$ cat config.mk
export PLATFORM = sky130hd
export DESIGN_NAME = alu_md
export DESIGN_NICKNAME = d
export VERILOG_FILES = /design/src/rtl/alu_md_pkg.sv /design/src/rtl/md_abs_neg.sv /design/src/rtl/alu_md.sv
export SDC_FILE = /design/constraint.sdc
export NUM_CORES = 1
export LEC_CHECK = 0
export CELL_PAD_IN_SITES_DETAIL_PLACEMENT = 0
export CELL_PAD_IN_SITES_GLOBAL_PLACEMENT = 1
export CORE_ASPECT_RATIO = 1.25
export CORE_MARGIN = 2
export CORE_UTILIZATION = 39
export DETAILED_ROUTE_END_ITERATION = 7
export PLACE_DENSITY = 0.86
export SLEW_MARGIN = 20
export SYNTH_ARGS = -nofsm -noshare
export SYNTH_HDL_FRONTEND = slang
export SYNTH_HIERARCHICAL = 1
export SYNTH_SLANG_ARGS = --single-unit
$ cat constraint.sdc
create_clock -name clk -period 2.8 [get_ports clk]
set_clock_uncertainty 0.1 [all_clocks]
set_input_delay 0.28 -clock clk [delete_from_list [all_inputs] [get_ports clk]]
set_output_delay 0.28 -clock clk [all_outputs]
set_load 0.02 [all_outputs]
$ cat src/rtl/alu_md_pkg.sv
// alu_md_pkg: op encodings, FSM states and counter sizing shared by the multiply/divide unit.
package alu_md_pkg;
   localparam logic [1:0] OP_MULTU = 2'b00;
   localparam logic [1:0] OP_MULT  = 2'b01;
   localparam logic [1:0] OP_DIVU  = 2'b10;
   localparam logic [1:0] OP_DIV   = 2'b11;
   typedef enum logic [1:0] {S_IDLE, S_CALC, S_FIX, S_DONE} md_state_e;
   function automatic int cnt_w(input int w);
      return $clog2(w + 1);
   endfunction
endpackage

$ cat src/rtl/md_abs_neg.sv
// md_abs_neg: conditional two's-complement negation, used for operand magnitudes and result sign fix.
module md_abs_neg #(
   parameter int WIDTH = 32
) (
   input  logic             i_neg,
   input  logic [WIDTH-1:0] i_x,
   output logic [WIDTH-1:0] o_y
);
   assign o_y = i_neg ? -i_x : i_x;
endmodule

$ cat src/rtl/alu_md.sv
// alu_md: iterative radix-2 MULT/MULTU/DIV/DIVU unit producing the HI/LO pair.
// Divider built only with ALU_MD_DIV_EN; without it DIV/DIVU finish in one cycle with zero results.
module alu_md
   import alu_md_pkg::*;
#(
   parameter int WIDTH = 32
) (
   input  logic             clk,
   input  logic             rst_n,
   input  logic             start,
   input  logic [1:0]       op,
   input  logic [WIDTH-1:0] a,
   input  logic [WIDTH-1:0] b,
   output logic             busy,
   output logic             done,
   output logic [WIDTH-1:0] hi,
   output logic [WIDTH-1:0] lo,
   output logic             div_zero
);
   localparam int CNT_W = cnt_w(WIDTH);
   md_state_e          r_state, w_next;
   logic [CNT_W-1:0]   r_cnt;
   logic               r_sq, r_short, r_dz;
   logic [WIDTH-1:0]   r_b, r_hi, r_lo, w_abs_a, w_abs_b, w_hi;
   logic [2*WIDTH-1:0] r_acc, w_fix_in, w_fix;
   logic [WIDTH:0]     w_madd;
   logic               w_accept, w_is_div, w_sgn, w_short;
   assign w_accept = start && (r_state == S_IDLE || r_state == S_DONE);
   assign w_is_div = (op == OP_DIVU) || (op == OP_DIV);
   assign w_sgn    = (op == OP_MULT) || (op == OP_DIV);
   assign w_madd   = {1'b0, r_acc[2*WIDTH-1:WIDTH]} + (r_acc[0] ? {1'b0, r_b} : '0);
   md_abs_neg #(.WIDTH(WIDTH)) u_abs_a (.i_neg(w_sgn && a[WIDTH-1]), .i_x(a), .o_y(w_abs_a));
   md_abs_neg #(.WIDTH(WIDTH)) u_abs_b (.i_neg(w_sgn && b[WIDTH-1]), .i_x(b), .o_y(w_abs_b));
   md_abs_neg #(.WIDTH(2*WIDTH)) u_fix (.i_neg(r_sq), .i_x(w_fix_in), .o_y(w_fix));
`ifdef ALU_MD_DIV_EN
   logic               r_mul, r_sr;
   logic [WIDTH:0]     r_rem, w_sh, w_diff;
   logic [WIDTH-1:0]   w_rem_fix;
   assign w_short  = w_is_div && (b == '0);
   assign w_sh     = {r_rem[WIDTH-1:0], r_acc[WIDTH-1]};
   assign w_diff   = w_sh - {1'b0, r_b};
   // quotient lives in the low half of the accumulator, so one 2*WIDTH negator serves both ops
   assign w_fix_in = r_mul ? r_acc : {{WIDTH{1'b0}}, r_acc[WIDTH-1:0]};
   assign w_hi     = r_mul ? w_fix[2*WIDTH-1:WIDTH] : w_rem_fix;
   md_abs_neg #(.WIDTH(WIDTH)) u_rem (.i_neg(r_sr), .i_x(r_rem[WIDTH-1:0]), .o_y(w_rem_fix));
`else
   assign w_short  = w_is_div;
   assign w_fix_in = r_acc;
   assign w_hi     = w_fix[2*WIDTH-1:WIDTH];
`endif
   always_ff @(posedge clk or negedge rst_n)
      if (!rst_n) r_state <= S_IDLE;
      else r_state <= w_next;
   always_comb begin
      w_next = r_state;
      if (w_accept) w_next = w_short ? S_DONE : S_CALC;
      else if (r_state == S_CALC && r_cnt == CNT_W'(1)) w_next = S_FIX;
      else if (r_state == S_FIX) w_next = S_DONE;
      else if (r_state == S_DONE) w_next = S_IDLE;
   end
   always_ff @(posedge clk or negedge rst_n)
      if (!rst_n) begin
         r_cnt   <= '0;
         r_sq    <= 1'b0;
         r_short <= 1'b0;
         r_b     <= '0;
         r_acc   <= '0;
         r_hi    <= '0;
         r_lo    <= '0;
         r_dz    <= 1'b0;
`ifdef ALU_MD_DIV_EN
         r_mul   <= 1'b0;
         r_sr    <= 1'b0;
         r_rem   <= '0;
`endif
      end else if (w_accept) begin
         r_cnt   <= CNT_W'(WIDTH);
         r_sq    <= w_sgn && (a[WIDTH-1] ^ b[WIDTH-1]);
         r_short <= w_short;
         r_b     <= w_abs_b;
         r_acc   <= {{WIDTH{1'b0}}, w_abs_a};
`ifdef ALU_MD_DIV_EN
         r_mul   <= !w_is_div;
         r_sr    <= w_sgn && a[WIDTH-1];
         r_rem   <= '0;
         if (w_short) begin
            r_hi <= a;
            r_lo <= '1;
            r_dz <= 1'b1;
         end
`else
         if (w_short) begin
            r_hi <= '0;
            r_lo <= '0;
            r_dz <= 1'b0;
         end
`endif
      end else if (r_state == S_CALC) begin
         r_cnt <= r_cnt - CNT_W'(1);
`ifdef ALU_MD_DIV_EN
         if (r_mul) r_acc <= {w_madd, r_acc[WIDTH-1:1]};
         else begin
            r_acc <= {r_acc[2*WIDTH-1:WIDTH], r_acc[WIDTH-2:0], ~w_diff[WIDTH]};
            r_rem <= w_diff[WIDTH] ? w_sh : w_diff;
         end
`else
         r_acc <= {w_madd, r_acc[WIDTH-1:1]};
`endif
      end else if (r_state == S_FIX) begin
         r_hi <= w_hi;
         r_lo <= w_fix[WIDTH-1:0];
         r_dz <= 1'b0;
      end
   // a start accepted in the DONE cycle keeps busy high with no gap
   assign busy     = (r_state == S_CALC) || (r_state == S_FIX) || (r_state == S_DONE && (r_short || start));
   assign done     = (r_state == S_DONE);
   assign hi       = r_hi;
   assign lo       = r_lo;
   assign div_zero = r_dz;
endmodule

==> results.yml, run 1 <==
route:
  viasPerCell: 5.31
  wire_per_inst_um: 15.7
  top_layer_used: "met4"
  dr_wl_met3_mm: 1.28
  vias: 10900
  drtPass1Iterations: 5
  routedLengthMet1_mm: 15.0
  dr.first_iter.drc_count: 599
  drcViolationCount: 0
  ant_nets: 0
  wl_met2_mm: 15.2
  wl_mm: 32.3
logic_synthesis:
  syn_nets: 1521
  ys_warn_count: 6
  yosysSeqAreaShare_pct: 36.1
  synth-edff-count: 0
  synth_ff_type: "dfrtp_1"
  synth_area_leader_cell: "dfrtp_1"
  netlist_instances: 1411
  synth_area_um2: 11800
  yosysTopAreaCellShare_pct: 36.1
  synth.top_cells.by_area: "dfrtp_1 36%, nand2_1 11%, xnor2_1 9.8%"
  synth.avg_cell_area_um2: 8.35
  ys_types: 69
  ys_ff_latch: 170
  synth_common_cells: "334 x nand2_1, 170 x dfrtp_1, 146 x o21ai_0"
  synth.most_common_cell: "nand2_1"
  ys_async_sr_fraction_pct: 100
setup_path:
  cp.required_ns: 3.06
  path_buf_inv: 0
  worstSetupStartpointType: "register"
  reg2regPathDepth: 7
  cp_common_cell: "or4_4"
  cp_cell_sequence: "or4_1 > or4_4 > or4_4 > o41ai_2 > xnor2_1 > nand2_1 > o21ai_1"
  r2r-start: "r_acc[43]"
  reg2reg_to: "hi[27]"
  end_kind: "register"
  path_max_fanout: 4
  critPathSlowestCell: "or4_4"
  cp_data_arrival_time_ns: 3.05
  slowest_delay_ns: 0.57
  setup.worst_path.class: "reg2reg"
  r2r_setup_slack_ns: 0.01
  crit_family: "simple AND/OR/NAND/NOR gates"
power_and_ir_drop:
  switching_share_pct: 43.4
  switching_power_w: 0.00738
  ir_drop_uv: 446
  p_seq_share_pct: 26.6
  clkPwrFrac_pct: 15.7
  powerDensity_nw_per_um2: 1090
  combPwrFrac_pct: 57.7
  p_int_w: 0.00961
  p_leak_nw: 6.51
grt:
  antenna_found_initial: 0
  grtUsageTotal_pct: 20.5
  grt_pass1_wl_mm: 53.2
  grt_pass1_vias: 10600
  grt_max_degree: 121
  grt.overflow.total: 0
sta:
  finalCritPeriodShare_pct: 99.7
  slew_headroom_pct: 49.6
  min_period_ns: 2.79
  final-max-slew-violation-count: 0
  timing.fmax_mhz: 358
  setup_viol: 0
  worst_slew_pin_slew_ns: 0.757
  tns_ns: 0
  hold_viol: 0
  rsz0062_at_grt: "yes"
layout:
  fin_nets: 1745
  diodes: 0
  syn2layout_area_growth_pct: 32.0
  final_cells: 2049
  drive_gt1_share_pct: 16.4
  stdcell_area_um2: 15600
placement:
  dpl.hpwl_mm: 24.3
  post-place-cells: 2013
  gp_congestion: 0.934
  placed_area_um2: 14500
  portBuffers: 134
floorplan:
  io_pins: 136
  initial_core_util_pct: 39.4
  die_area_um2: 31600
  die_w_um: 159
  core-area_um2: 29900
  rows: 71
  die_h_um: 198
clock_tree:
  cts_sinks: 170
  cts_tree: "yes"
  htreeDepth: 4
  cts_buffers: 17
  cts.clk_slew.worst_paths_ns: 0.06
  clk_latency_ns: 0.44
  cts_buffer_depth: 2
  cts_root_buf: "clkbuf_16"
status:
  status: "complete, no violations"
hold_path:
  hold_class: "in2async"
job:
  drv_cap: 0
-- kinds of logic after synthesis --
logic type      count (synthesis)  share of synthesized area, %
simple gates                  578                          23.0
compound gates                327                          18.2
flops                         170                          36.1
xor+xnor                      146                          10.9
buf+inv                       107                          3.90
fa+ha+maj                      41                          4.42
mux                            41                          3.48
other cells                     1                        0.0318
-- final cells by class --
cell class                 count  area (µm²)
fill                        2761       14400
multi-input combinational   1134        7470
clock buffer                  21         440
inverter                      26        97.6
timing repair buffer         286        2570
sequential                   170        4260
tap                          401         502
clock inverter                11         219
-- flip-flops by register name, indices dropped and copies added, names as in the netlist --
signal   count
hi          32
lo          32
r_acc       64
r_b         32
r_cnt        6
r_short      1
r_sq         1
r_state      2
-- layer usage --
| layer | vias to the layer above | GRT usage [%] |
|---|---|---|
| met4 | 0 | 7.27 |
| li1 | 5400 | - |
| met1 | 5179 | 27.5 |
| met5 | - | 0 |
| met2 | 240 | 34.0 |
| met3 | 52 | 2.83 |
-- through the flow --
step / hold WS (ns) / total power (W) / util [%] / worst slack, ns
global placement: 0.187 / 0.0137 / 48.5 / -0.0526
detailed placement: 0.190 / 0.0140 / 48.5 / -0.0815
CTS: 0.304 / 0.0168 / 51.0 / 0.00700
floorplan: -0.116 / 0.0104 / - / -0.0148
finish: 0.274 / 0.0170 / 51.9 / 0.00971
global route: 0.342 / 0.0184 / 51.9 / -0.127
-- worst max path at each step --
stage	startpoint	endpoint	slack [ns]	depth (start not counted)
2_1_floorplan	r_acc[0]	r_acc[61]	-0.01	13
3_3_place_gp	r_acc[0]	r_acc[61]	-0.05	13
3_5_place_dp	r_acc[0]	r_acc[61]	-0.08	13
4_1_cts	r_acc[0]	r_acc[61]	0.007	11
5_1_grt	r_acc[0]	r_acc[50]	-0.13	14
6_report	r_acc[43]	hi[27]	0.01	7
-- power groups by stage --
stage               sequential (W)  combinational, W  clock, W
global placement           0.00446           0.00927         0
CTS                        0.00448           0.00956   0.00272
floorplan                  0.00472           0.00567         0
detailed placement         0.00451           0.00944         0
global route               0.00469            0.0109   0.00282
finish                     0.00452           0.00981   0.00267
-- worst register-to-register path: stages, from the launching register on --
cell and delay, ns:
dfrtp_1 0.37, or4_1 0.52, or4_4 0.52, or4_4 0.57, o41ai_2 0.25, xnor2_1 0.17, nand2_1 0.09, o21ai_1 0.14
-- layout by cell type, fill, tap and decap left out, types with 4 or more instances in the layout --
cell             count
a21o_1              12
a21oi_1             35
a21oi_2              7
and2_1              34
buf_12               6
buf_4              143
bufinv_16            6
clkbuf_1             4
clkbuf_16           17
clkdlybuf4s50_1    133
dfrtp_1            168
ha_1                35
ha_4                 5
inv_1               26
mux2i_1             41
nand2_1            330
nand2b_1            12
nand3_1             16
nand3b_1             6
nand4_1             15
nor2_1              60
nor2b_1              6
nor3_1               8
nor4_1              10
o211ai_1             4
o21a_1               6
o21ai_0            137
o21ai_1             14
o21bai_1             4
o31ai_1             31
o31ai_2              6
o41ai_1             26
o41ai_2             12
or2_2                7
or3_1               15
or4_1               15
or4_4               12
xnor2_1            132
xor2_1              14
-- what timing repair did --
| item | CTS | global route |
|---|---|---|
| setup endpoints to repair | 20 | 42 |
| buffers inserted | 1 | 2 |
| hold buffers | 1 | 0 |
| hold endpoints to repair | 54 | 0 |
| gates resized for setup | 14 | 53 |
| pin swaps | 8 | 18 |
No activity file was read; power rests on OpenSTA's default activity.
==> run 2: changes to the inputs <==
--- a/config.mk
+++ b/config.mk
@@ -7,11 +7,12 @@
 export LEC_CHECK = 0
 export CELL_PAD_IN_SITES_DETAIL_PLACEMENT = 0
 export CELL_PAD_IN_SITES_GLOBAL_PLACEMENT = 1
-export CORE_ASPECT_RATIO = 1.25
+export CORE_ASPECT_RATIO = 2
 export CORE_MARGIN = 2
-export CORE_UTILIZATION = 39
+export CORE_UTILIZATION = 40
 export DETAILED_ROUTE_END_ITERATION = 7
-export PLACE_DENSITY = 0.86
+export GPL_TIMING_DRIVEN = 0
+export PLACE_DENSITY = 0.84
 export SLEW_MARGIN = 20
 export SYNTH_ARGS = -nofsm -noshare
 export SYNTH_HDL_FRONTEND = slang
==> constraint.sdc (replaced) <==
create_clock -name clk -period 3.5 [get_ports clk]
set_clock_uncertainty 0.1 [all_clocks]
set_input_delay 0.35 -clock clk [delete_from_list [all_inputs] [get_ports clk]]
set_output_delay 0.35 -clock clk [all_outputs]
set_load 0.02 [all_outputs]
==> run 2 against run 1 <==
Compared with the run above:
- maximum frequency fell by 20%
- sequential power is 18% lower
- sequential share of layout area up 2.3 points
- cell count fell by 5.3%
- die area decreased by 2.2%
- critical path type unchanged
- largest cell class unchanged
==> results.yml, run 2 (synthesized netlist as in run 1, its figures left out) <==
status:
  status: "complete, no violations"
sta:
  finalCritPeriodShare_pct: 99.2
  holdWs_ns: 0.366
  timing.fmax_mhz: 288
  tns_ns: 0
  hold_viol: 0
  rsz0062_at_grt: "no"
  setup_viol: 0
  worst_slew_pin_slew_ns: 1.13
  min_period_ns: 3.47
  slew_headroom_pct: 24.2
  setup_ws_ns: 0.0276
  final-max-slew-violation-count: 0
setup_path:
  cp.required_ns: 3.77
  r2r-start: "r_acc[6]"
  reg2reg_to: "hi[17]"
  r2r_setup_slack_ns: 0.03
  cp_data_arrival_time_ns: 3.75
  crit_path_end: "hi[17]"
  path_max_fanout: 10
  setup.worst_path.class: "reg2reg"
  end_kind: "register"
  cp-startpoint: "r_acc[6]"
  worstSetupStartpointType: "register"
  reg2regPathDepth: 8
grt:
  grt_pass1_wl_mm: 59.8
  grt_max_degree: 96
  grt.overflow.total: 0
  antenna_found_initial: 0
  grt_pass1_vias: 11100
  grtUsageTotal_pct: 25.1
hold_path:
  hold_class: "reg2reg"
placement:
  portBuffers: 134
  post-place-cells: 1906
  placed_area_um2: 13600
  gp_congestion: 0.921
  dp_slack_ns: -0.714
  dpl.hpwl_mm: 30.8
layout:
  mostFrequentLayoutCells: "334 x nand2_1, 169 x dfrtp_1, 146 x o21ai_0, 133 x clkdlybuf4s50_1, 132 x xnor2_1"
  syn2layout_area_growth_pct: 21.5
  top_register: "r_acc"
  diodes: 0
  final_cells: 1940
  multi_input_area_um2: 7140
  final_common_cell: "nand2_1"
  fin_nets: 1677
  drive_gt1_share_pct: 5.95
  largest_reg_flops: 64
  seq_area_um2: 4260
  stdcell_area_um2: 14300
  fillers: 2868
job:
  drv_cap: 0
floorplan:
  die_w_um: 125
  initial_core_util_pct: 40.7
  die_h_um: 247
  die_area_um2: 30900
  core-area_um2: 29000
  rows: 88
  io_pins: 136
route:
  wire_per_inst_um: 19.9
  ant_nets: 0
  drtPass1Iterations: 5
  drcViolationCount: 0
  viasPerCell: 5.63
  wl_mm: 38.6
  vias: 10900
  dr.first_iter.drc_count: 486
clock_tree:
  htreeDepth: 4
  cts_root_buf: "clkbuf_16"
  clk_latency_ns: 0.46
  cts_buffer_depth: 2
  cts_tree: "yes"
  cts.clk_slew.worst_paths_ns: 0.07
  cts_sinks: 170
  cts_buffers: 17
power_and_ir_drop:
  ir_drop_uv: 490
  p_leak_nw: 5.82
  powerDensity_nw_per_um2: 900
==> run 2: cell types whose count changed in the layout (fill, tap and decap cells not counted), sizes merged <==
cell / previous run / this run
buf: 152 / 17
bufinv: 6 / 3
clkbuf: 21 / 87
clkinv: 4 / 5
clkinvlp: 1 / 3
dlymetal6s2s: 0 / 1
==> run 2: per-stage QoR <==
stage / power [W] / util [%]
2_1_floorplan: 0.00829 / -
3_3_place_gp: 0.0108 / 46.9
3_5_place_dp: 0.0109 / 47.0
4_1_cts: 0.0129 / 49.2
5_1_grt: 0.0139 / 49.4
6_report: 0.0129 / 49.4
==> run 2: cell type report <==
cell class,instances,share of cell area (%)
tap,360,3.15
buffer,80,2.54
sequential,170,29.7
clock inverter,11,1.01
clock buffer,21,3.22
inverter,26,0.682
multi-input combinational,1134,49.9
timing repair buffer,138,9.77
==> run 2: where the power goes <==
part	internal, W	switching (W)	leakage [nW]
Sequential	0.00283	0.000872	2.16
Clock	0.00116	0.000805	0.289
Combinational	0.00285	0.00438	3.37
==> run 2: how the worst min path moves through the flow <==
stage / end / cells past startpoint / slack (ns) / start
after floorplan: hi[0] / 0 / -0.05 / rst_n
after global placement: r_b[0] / 2 / 0.35 / r_b[0]
after CTS: r_b[22] / 2 / 0.37 / r_b[22]
after detailed placement: r_acc[17] / 1 / 0.32 / rst_n
after global routing: r_b[23] / 2 / 0.39 / r_b[23]
final: r_b[18] / 2 / 0.37 / r_b[18]
==> run 2: layer usage <==
metal | up-vias | part of all wire (%) | GRT usage, %
met2 | 324 | 56 | 50.7
met1 | 5200 | 34 | 22.8
met5 | - | 0 | 0
li1 | 5267 | - | -
met4 | 0 | 7.0 | 16.5
met3 | 135 | 2.8 | 3.25
==> run 2: worst max-delay path, stage by stage, from the launching register on <==
cell,delay [ns]
dfrtp_1,0.42
or4_1,0.67
nor4_4,0.47
nand4b_2,0.39
clkbuf_1,0.39
o31ai_1,0.42
xnor2_1,0.25
nand2_1,0.11
o21ai_0,0.17
==> run 2: timing repair <==
action                     CTS  global route
resized for setup            6            11
hold buffers                 1             0
pin swaps                    2             5
setup endpoints to repair   29            35
setup buffers                2             0
hold endpoints to repair    94             0
==> run 3: changes to the inputs <==
--- a/config.mk
+++ b/config.mk
@@ -5,6 +5,7 @@
 export SDC_FILE = /design/constraint.sdc
 export NUM_CORES = 1
 export LEC_CHECK = 0
+export CAP_MARGIN = 10
 export CELL_PAD_IN_SITES_DETAIL_PLACEMENT = 0
 export CELL_PAD_IN_SITES_GLOBAL_PLACEMENT = 1
 export CORE_ASPECT_RATIO = 2
==> results of run 3 <==
The final DEF is identical to that of run 2; final timing and power are the same.
